### config.mk
export PLATFORM = sky130hd
export DESIGN_NAME = ex_wb_stage
export DESIGN_NICKNAME = d
export VERILOG_FILES = /design/src/rtl/ex_wb_stage_pkg.sv /design/src/rtl/wb_skid_buffer.sv /design/src/rtl/ex_wb_stage.sv
export SDC_FILE = /design/constraint.sdc
export NUM_CORES = 1
export LEC_CHECK = 0
export CAP_MARGIN = 20
export CORE_MARGIN = 10
export CORE_UTILIZATION = 42
export DETAILED_ROUTE_END_ITERATION = 8
export GPL_ROUTABILITY_DRIVEN = 0
export PLACE_DENSITY = 0.79
export SLEW_MARGIN = 20
export SYNTH_ARGS = -nofsm -noshare
export SYNTH_HDL_FRONTEND = slang
export SYNTH_SLANG_ARGS = --single-unit
### constraint.sdc
create_clock -name clk -period 1.6 [get_ports clk]
set_input_delay 0.32 -clock clk [delete_from_list [all_inputs] [get_ports clk]]
set_output_delay 0.32 -clock clk [all_outputs]
set_load 0.1 [all_outputs]
### src/rtl/ex_wb_stage_pkg.sv
// Shared ALU/writeback parameters: datapath widths, opcode encodings, flag indices.
// Latency: n/a (constants and pure combinational helpers only).
// Backpressure: n/a.
package ex_wb_stage_pkg;

  // Datapath widths shared with the ALU.
  localparam int ALUWIDTH = 8;
  localparam int OPSIZE   = 4;
  localparam int NUMFLAGS = 4;
  localparam int REGADDR  = 3;

  // Flag bit positions inside the {C V Z N} vector.
  localparam int FLAG_C = 3;
  localparam int FLAG_V = 2;
  localparam int FLAG_Z = 1;
  localparam int FLAG_N = 0;

  // ALU opcode encodings; any encoding not listed is a non-ALU operation.
  typedef enum logic [OPSIZE-1:0] {
    OP_ADD = 4'd0,
    OP_SUB = 4'd1,
    OP_CMP = 4'd2,
    OP_AND = 4'd3,
    OP_OR  = 4'd4,
    OP_LS  = 4'd5,
    OP_RS  = 4'd6
  } alu_op_e;

  // True for opcodes whose result is written to the register file.
  function automatic logic op_writes_reg(input logic [OPSIZE-1:0] op);
    logic wr;
    wr = 1'b0;
    case (op)
      OP_ADD, OP_SUB, OP_AND, OP_OR, OP_LS, OP_RS: wr = 1'b1;
      default:                                     wr = 1'b0;
    endcase
    return wr;
  endfunction

  // True for opcodes that update the architectural flag register.
  // CMP only sets flags; it never writes a register.
  function automatic logic op_sets_flags(input logic [OPSIZE-1:0] op);
    logic upd;
    upd = 1'b0;
    case (op)
      OP_ADD, OP_SUB, OP_CMP, OP_AND, OP_OR, OP_LS, OP_RS: upd = 1'b1;
      default:                                             upd = 1'b0;
    endcase
    return upd;
  endfunction

  // Assemble a flag vector from individual bits at their architectural positions.
  function automatic logic [NUMFLAGS-1:0] pack_flags(input logic c, input logic v,
                                                     input logic z, input logic n);
    logic [NUMFLAGS-1:0] f;
    f         = '0;
    f[FLAG_C] = c;
    f[FLAG_V] = v;
    f[FLAG_Z] = z;
    f[FLAG_N] = n;
    return f;
  endfunction

endpackage

### src/rtl/wb_skid_buffer.sv
// One-entry holding register that catches an entry accepted while the output is stalled.
// Latency: entry pushed at edge N is visible on dout after edge N; popped on a later edge.
// Backpressure: empty is a flop and doubles as the upstream ready (1 = room for one entry).
module wb_skid_buffer #(
  parameter int width = 12
) (
  input  logic             clk,
  input  logic             rst_n,
  input  logic             flush,
  input  logic             push,
  input  logic             pop,
  input  logic [width-1:0] din,
  output logic [width-1:0] dout,
  output logic             empty
);

  logic [width-1:0] data;

  // Hold one entry; push and pop never coincide because push needs empty and pop needs full.
  always_ff @(posedge clk or negedge rst_n) begin
    if (!rst_n) begin
      data  <= '0;
      empty <= 1'b1;
    end else if (flush) begin
      empty <= 1'b1;
    end else if (push) begin
      data  <= din;
      empty <= 1'b0;
    end else if (pop) begin
      empty <= 1'b1;
    end
  end

  assign dout = data;

endmodule

### src/rtl/ex_wb_stage.sv
// EX->WB pipeline register: registers ALU result, decodes register write enable, owns CVZN flags.
// Latency: one cycle from accept to out_*; retire_count counts output handshakes.
// Backpressure: valid/ready; in_ready = !out_valid || out_ready, or a flopped skid-empty with SKID_BUF_EN.
module ex_wb_stage
  import ex_wb_stage_pkg::*;
#(
  parameter int aluwidth = ALUWIDTH,
  parameter int opsize   = OPSIZE,
  parameter int numflags = NUMFLAGS,
  parameter int regaddr  = REGADDR
) (
  input  logic                clk,
  input  logic                rst_n,
  input  logic                flush,
  input  logic                in_valid,
  output logic                in_ready,
  input  logic [opsize-1:0]   in_opcode,
  input  logic [regaddr-1:0]  in_dest,
  input  logic [aluwidth-1:0] in_result,
  input  logic [numflags-1:0] in_flags,
  output logic                out_valid,
  input  logic                out_ready,
  output logic [regaddr-1:0]  out_dest,
  output logic [aluwidth-1:0] out_result,
  output logic                out_wen,
  output logic [numflags-1:0] status_flags,
  output logic [15:0]         retire_count
);

  logic                accept;
  logic                retire;
  logic                in_wen;
  logic                in_flag_upd;
  logic                load_out;
  logic [regaddr-1:0]  nxt_dest;
  logic [aluwidth-1:0] nxt_result;
  logic                nxt_wen;

  assign in_wen      = op_writes_reg(in_opcode);
  assign in_flag_upd = op_sets_flags(in_opcode);
  assign accept      = in_valid && in_ready;
  assign retire      = out_valid && out_ready;

`ifdef SKID_BUF_EN
  localparam int entry_w = 1 + regaddr + aluwidth;

  logic               out_free;
  logic               skid_empty;
  logic               skid_push;
  logic               skid_pop;
  logic [entry_w-1:0] skid_dout;

  // Output register can take a new entry this cycle if it is empty or being released.
  assign out_free  = !out_valid || out_ready;
  // An accept that cannot go straight to the output parks in the skid.
  assign skid_push = accept && !out_free && !flush;
  // A parked entry always has priority for the output slot to keep order.
  assign skid_pop  = out_free && !skid_empty && !flush;

  wb_skid_buffer #(
    .width(entry_w)
  ) u_skid (
    .clk   (clk),
    .rst_n (rst_n),
    .flush (flush),
    .push  (skid_push),
    .pop   (skid_pop),
    .din   ({in_wen, in_dest, in_result}),
    .dout  (skid_dout),
    .empty (skid_empty)
  );

  // Ready comes straight from the skid's empty flop, breaking the combinational ready path.
  assign in_ready = skid_empty;

  // Choose the output source: drained skid entry first, otherwise the incoming entry.
  always_comb begin
    load_out   = out_free && (!skid_empty || accept);
    nxt_wen    = in_wen;
    nxt_dest   = in_dest;
    nxt_result = in_result;
    if (!skid_empty) begin
      {nxt_wen, nxt_dest, nxt_result} = skid_dout;
    end
  end
`else
  // Ready passes through: accept whenever the output slot is empty or draining this cycle.
  assign in_ready = !out_valid || out_ready;

  // Without a skid, the output slot only ever loads the incoming entry.
  always_comb begin
    load_out   = accept;
    nxt_wen    = in_wen;
    nxt_dest   = in_dest;
    nxt_result = in_result;
  end
`endif

  // Output register: flush wins, then a load (covers back-to-back replace), then plain release.
  always_ff @(posedge clk or negedge rst_n) begin
    if (!rst_n) begin
      out_valid  <= 1'b0;
      out_wen    <= 1'b0;
      out_dest   <= '0;
      out_result <= '0;
    end else if (flush) begin
      out_valid  <= 1'b0;
    end else if (load_out) begin
      out_valid  <= 1'b1;
      out_wen    <= nxt_wen;
      out_dest   <= nxt_dest;
      out_result <= nxt_result;
    end else if (retire) begin
      out_valid  <= 1'b0;
    end
  end

  // Architectural flags update when an ALU entry is accepted, unless flush drops it.
  always_ff @(posedge clk or negedge rst_n) begin
    if (!rst_n) begin
      status_flags <= '0;
    end else if (accept && !flush && in_flag_upd) begin
      status_flags <= in_flags;
    end
  end

  // Count every output handshake, including one that coincides with flush; wraps naturally.
  always_ff @(posedge clk or negedge rst_n) begin
    if (!rst_n) begin
      retire_count <= '0;
    end else if (retire) begin
      retire_count <= retire_count + 16'd1;
    end
  end

endmodule

==> summary by stage, run 1 <==
STA
The post-route fraction of the period consumed by the critical path is 104%. The max-slew violation count is 0. The number of endpoints with negative hold slack in the final report was 0. Adding up every negative setup slack in the final design gives -360 ps. The final critical-path setup slack is -59.1 ps.

Across the routed clock network, the largest skew measured is 7.84 ps. The post-layout minimum cycle time is 1660 ps. The transition time at the pin with the least slew margin is 408 ps.

The final number of setup-violating endpoints is 16. Setup repair after global routing could not meet its margin everywhere. The relative slew slack is 72.8%. Static timing analysis puts the maximum clock frequency at 0.603 GHz.

Cells and area
Relative to the synthesized area, the layout overhead comes to 83.5%. The number of standard cells in the layout, taps in and fillers out is 219. The number of nets in the layout is 199. The multi-input combinational cells in the finished layout cover a total of 561 um^2. In the final layout, the share of cells above drive strength 1 is 49.1%. The number of antenna diodes is 0. The number of inserted filler cells in the final layout is 163. The footprint of the flip-flops and latches is 852 um^2.

Clock tree
In this run the clock root is driven by a clkbuf_4. The clock buffer count from CTS is 5. The clock drives 33 sinks.

After clock tree synthesis, the clock-pin slew on the worst setup and hold paths is 100 ps. Clock latency on the worst-skew pair, taken at its later pin, is 330 ps. The count of H-tree levels built during CTS is 2. TritonCTS built the clock tree.

The clock passes through at most 2 buffers.

Yosys
The Yosys step of the flow raised 0 warnings. The fraction of the yosys area taken by sequential cells is 59.1%. Counting every net in the synthesized netlist gives 128. The post-synth design cell area is 1400 um^2. After synthesis, the share of flip-flops with an asynchronous set or reset is 100%.

In this run, synthesis inferred 0 flip-flops with an integrated enable. In the post-synthesis netlist, the biggest area contributors are dfrtp_1, mux2_2, xnor2_1. The number of instances in the synthesized netlist is 103. The commonest register cell after synthesis is dfrtp_1. In the synthesized netlist, the cells that appear most often are dfrtp_1, xnor2_1, mux2_2. In this run the biggest area consumer among cell types represents 59.1% of the synthesized area.

The leading cell type by number of instances after synthesis is dfrtp_1. The biggest area contributor in the post-synthesis netlist is dfrtp_1. Dividing the synthesized area by the synthesized cell count gives 13.6 um^2. Yosys mapped the design onto 21 distinct sky130hd cell types.

The number of register bits inferred by synthesis is 33.

Route
Once detail routing completed, the nets flagged for antenna violations numbered 0. The DRC violation total after the first TritonRoute iteration is 77. In the routed design, unresolved DRC markers number 0. After detailed routing, the number of vias per cell comes to 4.85.

The total via count after detailed routing is 1063. Before antenna repair, the detailed router went through 4 iterations. Summed over all layers, the routed wires come to 3.73 mm. The wire length per cell is 17.0 um.

Setup path
The launching element type of the critical path is a register. The sum of buffers and inverters on the critical path is 2. Data on the critical path arrives at its endpoint at 1890 ps. The largest fanout of any net on the critical path is 13.

Traced cell by cell, the critical path runs through nor2b_4, buf_12, nor3b_4, buf_12, nand2_4, mux2_4. The critical path's largest stage delay is 480 ps. STA classifies the critical path endpoint as a register.

The critical path is of the reg2reg type. Counting stages on the worst path, the most repeated cell is buf_12. The required time of the critical path is 1830 ps. The cell with the largest stage delay on the worst path is dfrtp_4.

The family with the most delay on the worst path is flip-flops.

Global route
Global routing consumed, over all layers together, 12.9% of the routing resources. Summed over all layers, the global routing overflow is 0. The first global-routing pass estimated 6.04 mm of wire. The via count of the first global-routing pass is 1150. The largest net degree at the start of global routing is 34. The initial antenna violation count is 0.

Min path
The path class of the tightest hold or removal check is in2async.

Placement
The post-DP HPWL is 3.05 mm. Once placement completed, the tool counted placed cells totaling 210. The count of input and output buffers is 57.

Floorplan
Measured along the y axis, the die boundary spans 77.7 um. The die is 77.7 um wide. 58 I/O pins were placed. Once the floorplan was initialized, standard cells occupied 44.6% of the core. The floorplan step defined a die boundary enclosing 6030 um^2. The floorplan core area is 3130 um^2. The number of standard-cell rows in the floorplan is 20.

Outcome
The run finished, with violations left. The final reports fail on setup timing.

Power
The power per standard cell area is 1490 nW/um^2. The worst-case IR drop observed on VDD is 0.00157 V. The static leakage is 1.09 nW.

Flow run
The tool flagged a number of max-cap violations equal to 0.
## per-layer routing
layer / GRT usage (%) / vias to the layer above / share of wire (%)
li1: - / 494 / -
met1: 12.2 / 518 / 36
met2: 23.0 / 47 / 54
met3: 5.65 / 4 / 7.5
met4: 6.57 / 0 / 2.3
met5: 0 / - / 0
## final cells by class
cell class              instances  share of cell area (%)
clock buffers                   7                    2.15
repair buffers                 65                    39.1
multi-input cells              68                    21.9
clock inverters                 1                    1.17
flip-flops and latches         33                    33.3
inverters                       1                   0.293
well taps                      44                    2.15
## placed cells by master (no fill, tap or decap), drive strengths merged
master,instances
xor2,2
ha,1
nand2,11
clkdlybuf4s50,22
bufinv,1
a31oi,1
clkinvlp,1
buf,42
dfrtp,33
nor3b,1
nand4,3
clkbuf,7
mux2,17
nand3,6
nor2,4
a21oi,1
nor2b,1
nor3,2
and3,2
dlymetal6s2s,1
and4,2
xnor2,14
## power by group
part | internal (mW) | leakage [nW] | switching (mW)
Clock | 0.373 | 0.0455 | 0.268
Sequential | 0.997 | 0.395 | 0.198
Combinational | 0.744 | 0.652 | 1.24
## registers in the layout, summed over array words and instances, names as in the netlist
signal	flops
out_dest	3
out_result	8
out_valid	1
out_wen	1
retire_count	16
status_flags	4
## metrics by stage
| step | total power, mW | hold slack, ps | area (um^2) | utilization (%) | worst slack (ps) |
|---|---|---|---|---|---|
| 2_1_floorplan | 2.35 | 24.4 | 1430 | - | -137 |
| 3_3_place_gp | 3.17 | 505 | 2450 | 78.4 | -203 |
| 3_5_place_dp | 3.21 | 510 | 2450 | 78.4 | -268 |
| 4_1_cts | 3.87 | 374 | 2560 | 81.8 | -73.7 |
| 5_1_grt | 3.94 | 399 | 2560 | 81.9 | -90.7 |
| 6_report | 3.82 | 382 | 2560 | 81.9 | -59.1 |
## cell families after synthesis
kind of cell             after synthesis  synth area share [%]
XOR/XNOR                              16                  10.0
buffers and inverters                  2                  1.07
AO/OA/AOI/OAI                          2                 0.806
multiplexers                          17                  14.8
adder cells (fa/ha/maj)                1                 0.896
flip-flops                            33                  59.1
AND/OR/NAND/NOR                       32                  13.3
## path summary, 6_finish.rpt
check / startpoint / endpoint / slack, ps / depth (start not counted)
max: out_valid$_DFFE_PN0P_ / status_flags[1]$_DFFE_PN0P_ / -60 / 6
min: rst_n / out_result[4]$_DFFE_PN0P_ / 380 / 2
max reg2reg: out_valid$_DFFE_PN0P_ / status_flags[1]$_DFFE_PN0P_ / -60 / 6
min reg2reg: retire_count[11]$_DFFE_PN0P_ / retire_count[11]$_DFFE_PN0P_ / 520 / 1
max in group asynchronous: rst_n / retire_count[0]$_DFFE_PN0P_ / 880 / 2
min in group clk: out_ready / retire_count[2]$_DFFE_PN0P_ / 480 / 4
## what timing repair did
item	CTS	global route
endpoints found under the setup margin	1	18
gates resized for setup	1	1
setup buffers	1	0
hold buffers	0	0
Power figures use the tool's default switching activity.
==> inputs of run 2 (changes only) <==
Settings changed: CORE_ASPECT_RATIO from default to 0.6, SKIP_LAST_GASP from default to 1.
==> summary by stage, run 2 (synthesized netlist as in run 1, its figures left out) <==
STA
The post-route fraction of the period consumed by the critical path is 96.4% (-7.3 points). The transition time at the pin with the least slew margin is 271 ps (-137 ps). The top achievable clock speed is 0.649 GHz (+7.6%). Setup repair after global routing left no endpoint under its margin.

The max-slew violation count is 0 (unchanged). The relative slew slack came to 81.8% (+9.1 points). The final critical-path setup slack was 58.3 ps (+117 ps). The final setup skew was 2.30 ps (-5.54 ps). The final number of setup-violating endpoints is 0 (-16). The post-layout minimum cycle time was 1540 ps (-117 ps). The number of endpoints with negative hold slack in the final report is 0 (unchanged).

Power
The power per standard cell area is 1480 nW/um^2 (-0.65%). The peak ir drop on the vdd network is 0.00114 V (-28%). The static leakage is 1.08 nW (-1.3%).

Clock tree
The clock tree from TritonCTS is yes. The tree is rooted in a clkbuf_8. The maximum buffer depth of the clock tree is 2 (unchanged). The number of hold buffers added after CTS is 0 (unchanged). The total clock sinks was 33 (unchanged). The CTS clock-pin slew for the worst setup and hold paths is 70 ps (-30 ps).

The count of H-tree levels built during CTS is 2 (unchanged). The clock buffer count from CTS is 5 (unchanged). The clock latency at the later pin of the worst-skew pair came to 280 ps (-50 ps).

Placement
The post-DP HPWL is 3.17 mm (+3.8%). The total cell area at the placement stage is 2470 um^2 (+0.87%). The count of input and output buffers is 57 (unchanged). The worst slack at placement is -256 ps (+12.6 ps).

Floorplan
The initial core utilization is 43.3% (-1.3 points). The total die area is 6110 um^2 (+1.3%). The number of standard-cell rows in the floorplan was 16 (-20%). The die boundary width is 94.4 um (+22%).

The floorplan core area was 3220 um^2 (+3.0%). The number of ports placed on the die boundary is 58 (unchanged). The floorplan die height came to 64.7 um (-17%).

Global route
The met1 global-route usage is 14.6% (+2.4 points). The via count of the first global-routing pass is 1132 (-1.6%). The first-pass GRT wire length came to 6.14 mm (+1.7%).

The overall track demand over capacity in global routing is 13.0% (+0.10 points). The largest net degree at the start of global routing is 34 (unchanged). The initial antenna violation count is 0 (unchanged).

The total global routing overflow is 0 (unchanged). The global routing stage identified its most utilized layer as met2. The met2 routing resource usage after global routing is 22.0% (-0.95 points). The met3 usage in global routing is 5.63% (-0.013 points).

Setup path
The required time of the critical path came to 1760 ps (-70 ps). The start point of the critical path is out_valid$_DFFE_PN0P_. On the critical path, the stage with the largest delay is an instance of dfrtp_4. By startpoint and endpoint, the worst setup path is classified as reg2reg. The endpoint of the most critical register-to-register path is status_flags[0]$_DFFE_PN0P_. The worst setup path is launched from a register. The worst endpoint data arrival time was 1700 ps (-190 ps).

The number of cells on the critical path is 5 (-1). The sum of buffers and inverters on the critical path is 1 (-1). The minimum setup slack among reg-to-reg paths is 60 ps (+120 ps). Grouping stages by cell kind, the critical path spends the most delay in flip-flops. The worst setup path is captured at a register. In this run the critical register-to-register path is launched from out_valid$_DFFE_PN0P_. The largest fanout of any net on the critical path was 13 (unchanged). The signal on the critical path passes through nor2b_4, nor3b_4, buf_12, nand2_4, mux2_4. The critical path ends at status_flags[0]$_DFFE_PN0P_. The cell count of the worst reg-to-reg path is 5 (-1). The critical path's largest stage delay is 470 ps (about the same).

Cells and area
Ranked by flip-flop count, first place goes to retire_count. Leaving out fill and tap cells, the most frequent cell in the layout is buf_12. The finished layout cell area was 2550 um^2 (-0.49%). In the layout the commonest cells are buf_12, clkdlybuf4s50_1, dfrtp_1. The final core area utilization is 79.1% (-2.8 points). The number of nets in the layout is 198 (-0.50%).

The area growth from synthesis to layout is 82.6%. The number of antenna diodes was 0 (unchanged). In the final layout, the registers with the most flip-flops are retire_count: 16 flops, out_result: 8 flops, status_flags: 4 flops. The share of final-layout standard cells stronger than drive strength 1 is 49.4% (+0.28 points). The flip-flop count of the largest register, all copies and words added is 16 (unchanged).

Min path
The worst hold path belongs to the class in2async.

Route
The total via count after detailed routing is 1031 (-3.0%). The DRC violation total after the first TritonRoute iteration is 49 (-36%). The wire length per cell is 17.4 um (+2.1%).

The average vias per placed instance is 4.71 (-3.0%). The length of the first detailed-routing pass in iterations is 4 (unchanged). The number of nets still failing antenna checks after routing came to 0 (unchanged). The total wirelength of the detailed-routed design is 3.81 mm (+2.1%).

The final routed DRC violation total is 0 (unchanged).

Flow run
The number of max-cap violations is 0 (unchanged).

Outcome
The flow ran to the end, and the final reports show no timing, DRC or antenna violations.
## run 2: changes by cell type in the layout (fill, tap and decap cells not counted)
cell and delta:
clkbuf_4 -5, clkbuf_8 +4, clkinv_2 +2, buf_6 -1
bufinv_16 -1, clkbuf_1 -1, clkinvlp_4 +1, dlygate4sd2_1 +1
dlymetal6s2s_1 -1
## run 2: final cells by class
cell class                      instances  area, um^2
Clock buffer                            5        68.8
Fill cell                             195         673
Sequential cell                        33         852
Tap cell                               45        56.3
Multi-Input combinational cell         68         561
Timing Repair Buffer                   64         987
Clock inverter                          3        17.5
Inverter                                1        7.51
## run 2: layer usage
metal / vias up / routed length (um)
li1: 493 / -
met1: 502 / 1500
met2: 32 / 1970
met3: 4 / 306
met4: 0 / 34
met5: - / 0
## run 2: worst min-delay path by stage
| stage | from | endpoint | slack (ps) |
|---|---|---|---|
| 6_report | rst_n | retire_count[15]$_DFFE_PN0P_ | 420 |
| 2_1_floorplan | rst_n | out_dest[0]$_DFFE_PN0P_ | 20 |
| 5_1_grt | rst_n | status_flags[3]$_DFFE_PN0P_ | 430 |
| 3_5_place_dp | retire_count[13]$_DFFE_PN0P_ | retire_count[13]$_DFFE_PN0P_ | 510 |
| 3_3_place_gp | retire_count[13]$_DFFE_PN0P_ | retire_count[13]$_DFFE_PN0P_ | 500 |
| 4_1_cts | rst_n | out_result[1]$_DFFE_PN0P_ | 420 |
## run 2: timing repair
| item | in CTS | in global routing |
|---|---|---|
| buffers inserted | 0 | 0 |
| setup endpoints to repair | 1 | 0 |
| resized for setup | 1 | 0 |
## run 2: power by group
part           internal, mW  switching (mW)
Clock                 0.300           0.298
Sequential            0.999           0.199
Combinational         0.741            1.24
## run 2: per-stage QoR
stage / total power, mW / hold slack, ps / std cells / TNS (ps)
2_1_floorplan: 2.35 / 24.4 / 103 / -1580
3_3_place_gp: 3.17 / 505 / 212 / -4030
3_5_place_dp: 3.21 / 509 / 212 / -5390
4_1_cts: 3.82 / 419 / 219 / 0
5_1_grt: 3.93 / 429 / 219 / 0
6_report: 3.77 / 419 / 219 / 0
## run 2: worst register-to-register path, delay by kind of cell (launching register included)
family / cells / cell delay, ps
simple gates: 3 / 470
flops: 1 / 470
buf+inv: 1 / 170
mux: 1 / 320
==> inputs of run 3 (changes only) <==
Settings changed: CAP_MARGIN 20 to default, CORE_UTILIZATION 42 to 45, PLACE_DENSITY 0.79 to 0.84.
Clock period 1.6 ns to 1.81 ns, I/O delays scaled along.
==> summary by stage, run 3 (synthesized netlist as in run 1, its figures left out) <==
Outcome
The flow ran to the end, and the final reports show no timing, DRC or antenna violations.

Cells and area
The number of nets in the layout came to 196 (-1.0%). The final core area utilization is 85.5% (+6.4 points). Leaving out fill and tap cells, the most frequent cell in the layout is buf_12. The flip-flop count of the largest register, all copies and words added is 16 (unchanged). The footprint of the flip-flops and latches came to 841 um^2 (-1.3%).

The area overhead of the layout relative to synthesis is 79.3%. The number of inserted filler cells in the final layout is 152 (-22%). Counting flops per register, the top entry is retire_count. The area taken by multi-input logic gates came to 556 um^2 (-0.89%). The largest registers in the layout are retire_count: 16 flops, out_result: 8 flops, status_flags: 4 flops. The share of final-layout standard cells stronger than drive strength 1 came to 45.3% (-4.1 points).

The number of antenna diodes is 0 (unchanged). The number of standard cells in the layout, taps in and fillers out was 214 (-2.3%). The top cell types in the final layout, fill and taps aside, are buf_12, clkdlybuf4s50_1, dfrtp_1.

Floorplan
The die boundary width is 91.9 um (-2.7%). The floorplan core area is 2930 um^2 (-9.2%). The total die area is 5800 um^2 (-5.0%). The floorplan die height is 63.2 um (-2.3%). The number of ports placed on the die boundary is 58 (unchanged). The initial core utilization was 47.7% (+4.4 points). The number of standard-cell rows in the floorplan is 15 (-1).

Route
The length of the first detailed-routing pass in iterations is 4 (unchanged). The DRC violation total after the first TritonRoute iteration is 27 (-45%). The number of nets still failing antenna checks after routing was 0 (unchanged). The total via count after detailed routing is 1054 (+2.2%). The total wirelength of the detailed-routed design is 3.87 mm (+1.5%). The final routed DRC violation total came to 0 (unchanged).

The average vias per placed instance came to 4.93 (+4.6%). The wire length per cell is 18.1 um (+3.9%).

Setup path
The worst setup path is launched from an input port. The critical path start-end classification is in2out. The largest fanout of any net on the critical path is 5 (-8).

STA classifies the critical path endpoint as an output pin. The startpoint of the lowest-slack register-to-register path is out_valid$_DFFE_PN0P_. The minimum setup slack among reg-to-reg paths is 160 ps (+100 ps). The endpoint of the most critical register-to-register path is status_flags[2]$_DFFE_PN0P_.

The worst endpoint data arrival time is 1400 ps (-300 ps). The required time of the critical path is 1450 ps (-310 ps). The cell count of the worst reg-to-reg path came to 6 (+1).

STA
The post-layout minimum cycle time is 1760 ps. Setup repair after global routing left no endpoint under its margin. The top achievable clock speed is 0.569 GHz. In the finished design, the share of the clock period the worst path needs comes to 97.1%.

The total negative slack for setup checks came to 0 ps (unchanged). The post-route worst hold slack is 495 ps (+75.9 ps). The number of endpoints with negative hold slack in the final report was 0 (unchanged). The relative slew slack is 73.5% (-8.3 points). The transition time at the pin with the least slew margin is 398 ps (+126 ps).

The max-slew violation count is 0 (unchanged). The final number of setup-violating endpoints is 0 (unchanged). The final setup skew came to 1.70 ps (-0.603 ps).

Clock tree
The clock buffer count from CTS is 5 (unchanged). The root buffer cell is clkbuf_8. The clock tree from TritonCTS is yes. The CTS clock-pin slew for the worst setup and hold paths came to 60 ps (about the same).

The maximum buffer depth of the clock tree was 2 (unchanged). The total clock sinks is 33 (unchanged). The clock latency at the later pin of the worst-skew pair is 280 ps (about the same). The number of instances resized during post-cts repair is 0 (-1).

The count of H-tree levels built during CTS is 2 (unchanged).

Global route
The initial antenna violation count was 0 (unchanged). In this run the most used layer during global routing was met2. The via count of the first global-routing pass came to 1166 (+3.0%).

The total global routing overflow is 0 (unchanged). The met1 global-route usage was 14.9% (+0.27 points). The largest net degree at the start of global routing was 34 (unchanged). The met3 usage in global routing is 8.75% (+3.1 points).

The overall track demand over capacity in global routing is 13.7% (+0.75 points). The met2 routing resource usage after global routing was 21.2% (-0.79 points). The first-pass GRT wire length was 6.20 mm (+0.90%).

Power
The total design power is 3.36 mW (-11%). The peak ir drop on the vdd network was 0.00167 V (+47%). The power per standard cell area is 1340 nW/um^2 (-9.4%). The static leakage is 1.07 nW (-0.90%).

Placement
The post-DP HPWL is 3.18 mm (+0.13%). The count of input and output buffers was 57 (unchanged). The total instance count after detailed placement is 205 (-3.3%).

Min path
The class of the tightest hold or removal check is in2async.

Flow run
The number of max-cap violations is 0 (unchanged).
run 3: final cells by class:
class | instances | area share, %
Tap cell | 42 | 2.10
Sequential cell | 33 | 33.6
Inverter | 1 | 0.150
Clock buffer | 8 | 3.60
Timing Repair Buffer | 62 | 38.4
Multi-Input combinational cell | 68 | 22.2
run 3: power breakdown:
part | switching [mW] | internal (mW) | total, mW
logic | 1.10 | 0.649 | 1.75
clock network | 0.237 | 0.309 | 0.547
registers | 0.186 | 0.872 | 1.06
run 3: worst max-delay path by stage:
| stage | startpoint | end | slack (ps) |
|---|---|---|---|
| after floorplan | out_valid$_DFFE_PN0P_ | in_ready | -20 |
| after global placement | out_ready | status_flags[3]$_DFFE_PN0P_ | -40 |
| after detailed placement | out_ready | status_flags[2]$_DFFE_PN0P_ | -130 |
| after CTS | out_ready | in_ready | 7 |
| after global routing | out_ready | in_ready | 2 |
| final | out_ready | in_ready | 50 |
run 3: per-layer routing:
layer,routed length [um],vias up
met1,1620,511
met3,457,7
li1,-,488
met5,0,-
met2,1740,48
met4,48,0
run 3: timing repair:
| action | CTS | global route |
|---|---|---|
| buffers inserted | 0 | 1 |
| endpoints found under the setup margin | 0 | 1 |
| hold buffers | 0 | 0 |
run 3: critical path, stage by stage:
cell and delay, ps:
clkdlybuf4s50_1 560, nor2b_2 70, buf_4 130, inv_1 80, buf_12 180
run 3: per-stage QoR:
stage	cell area, um^2	setup WS, ps
finish	2500	52.7
CTS	2500	7.05
global route	2500	2.41
detailed placement	2410	-129
floorplan	1410	-15.9
global placement	2410	-44.9
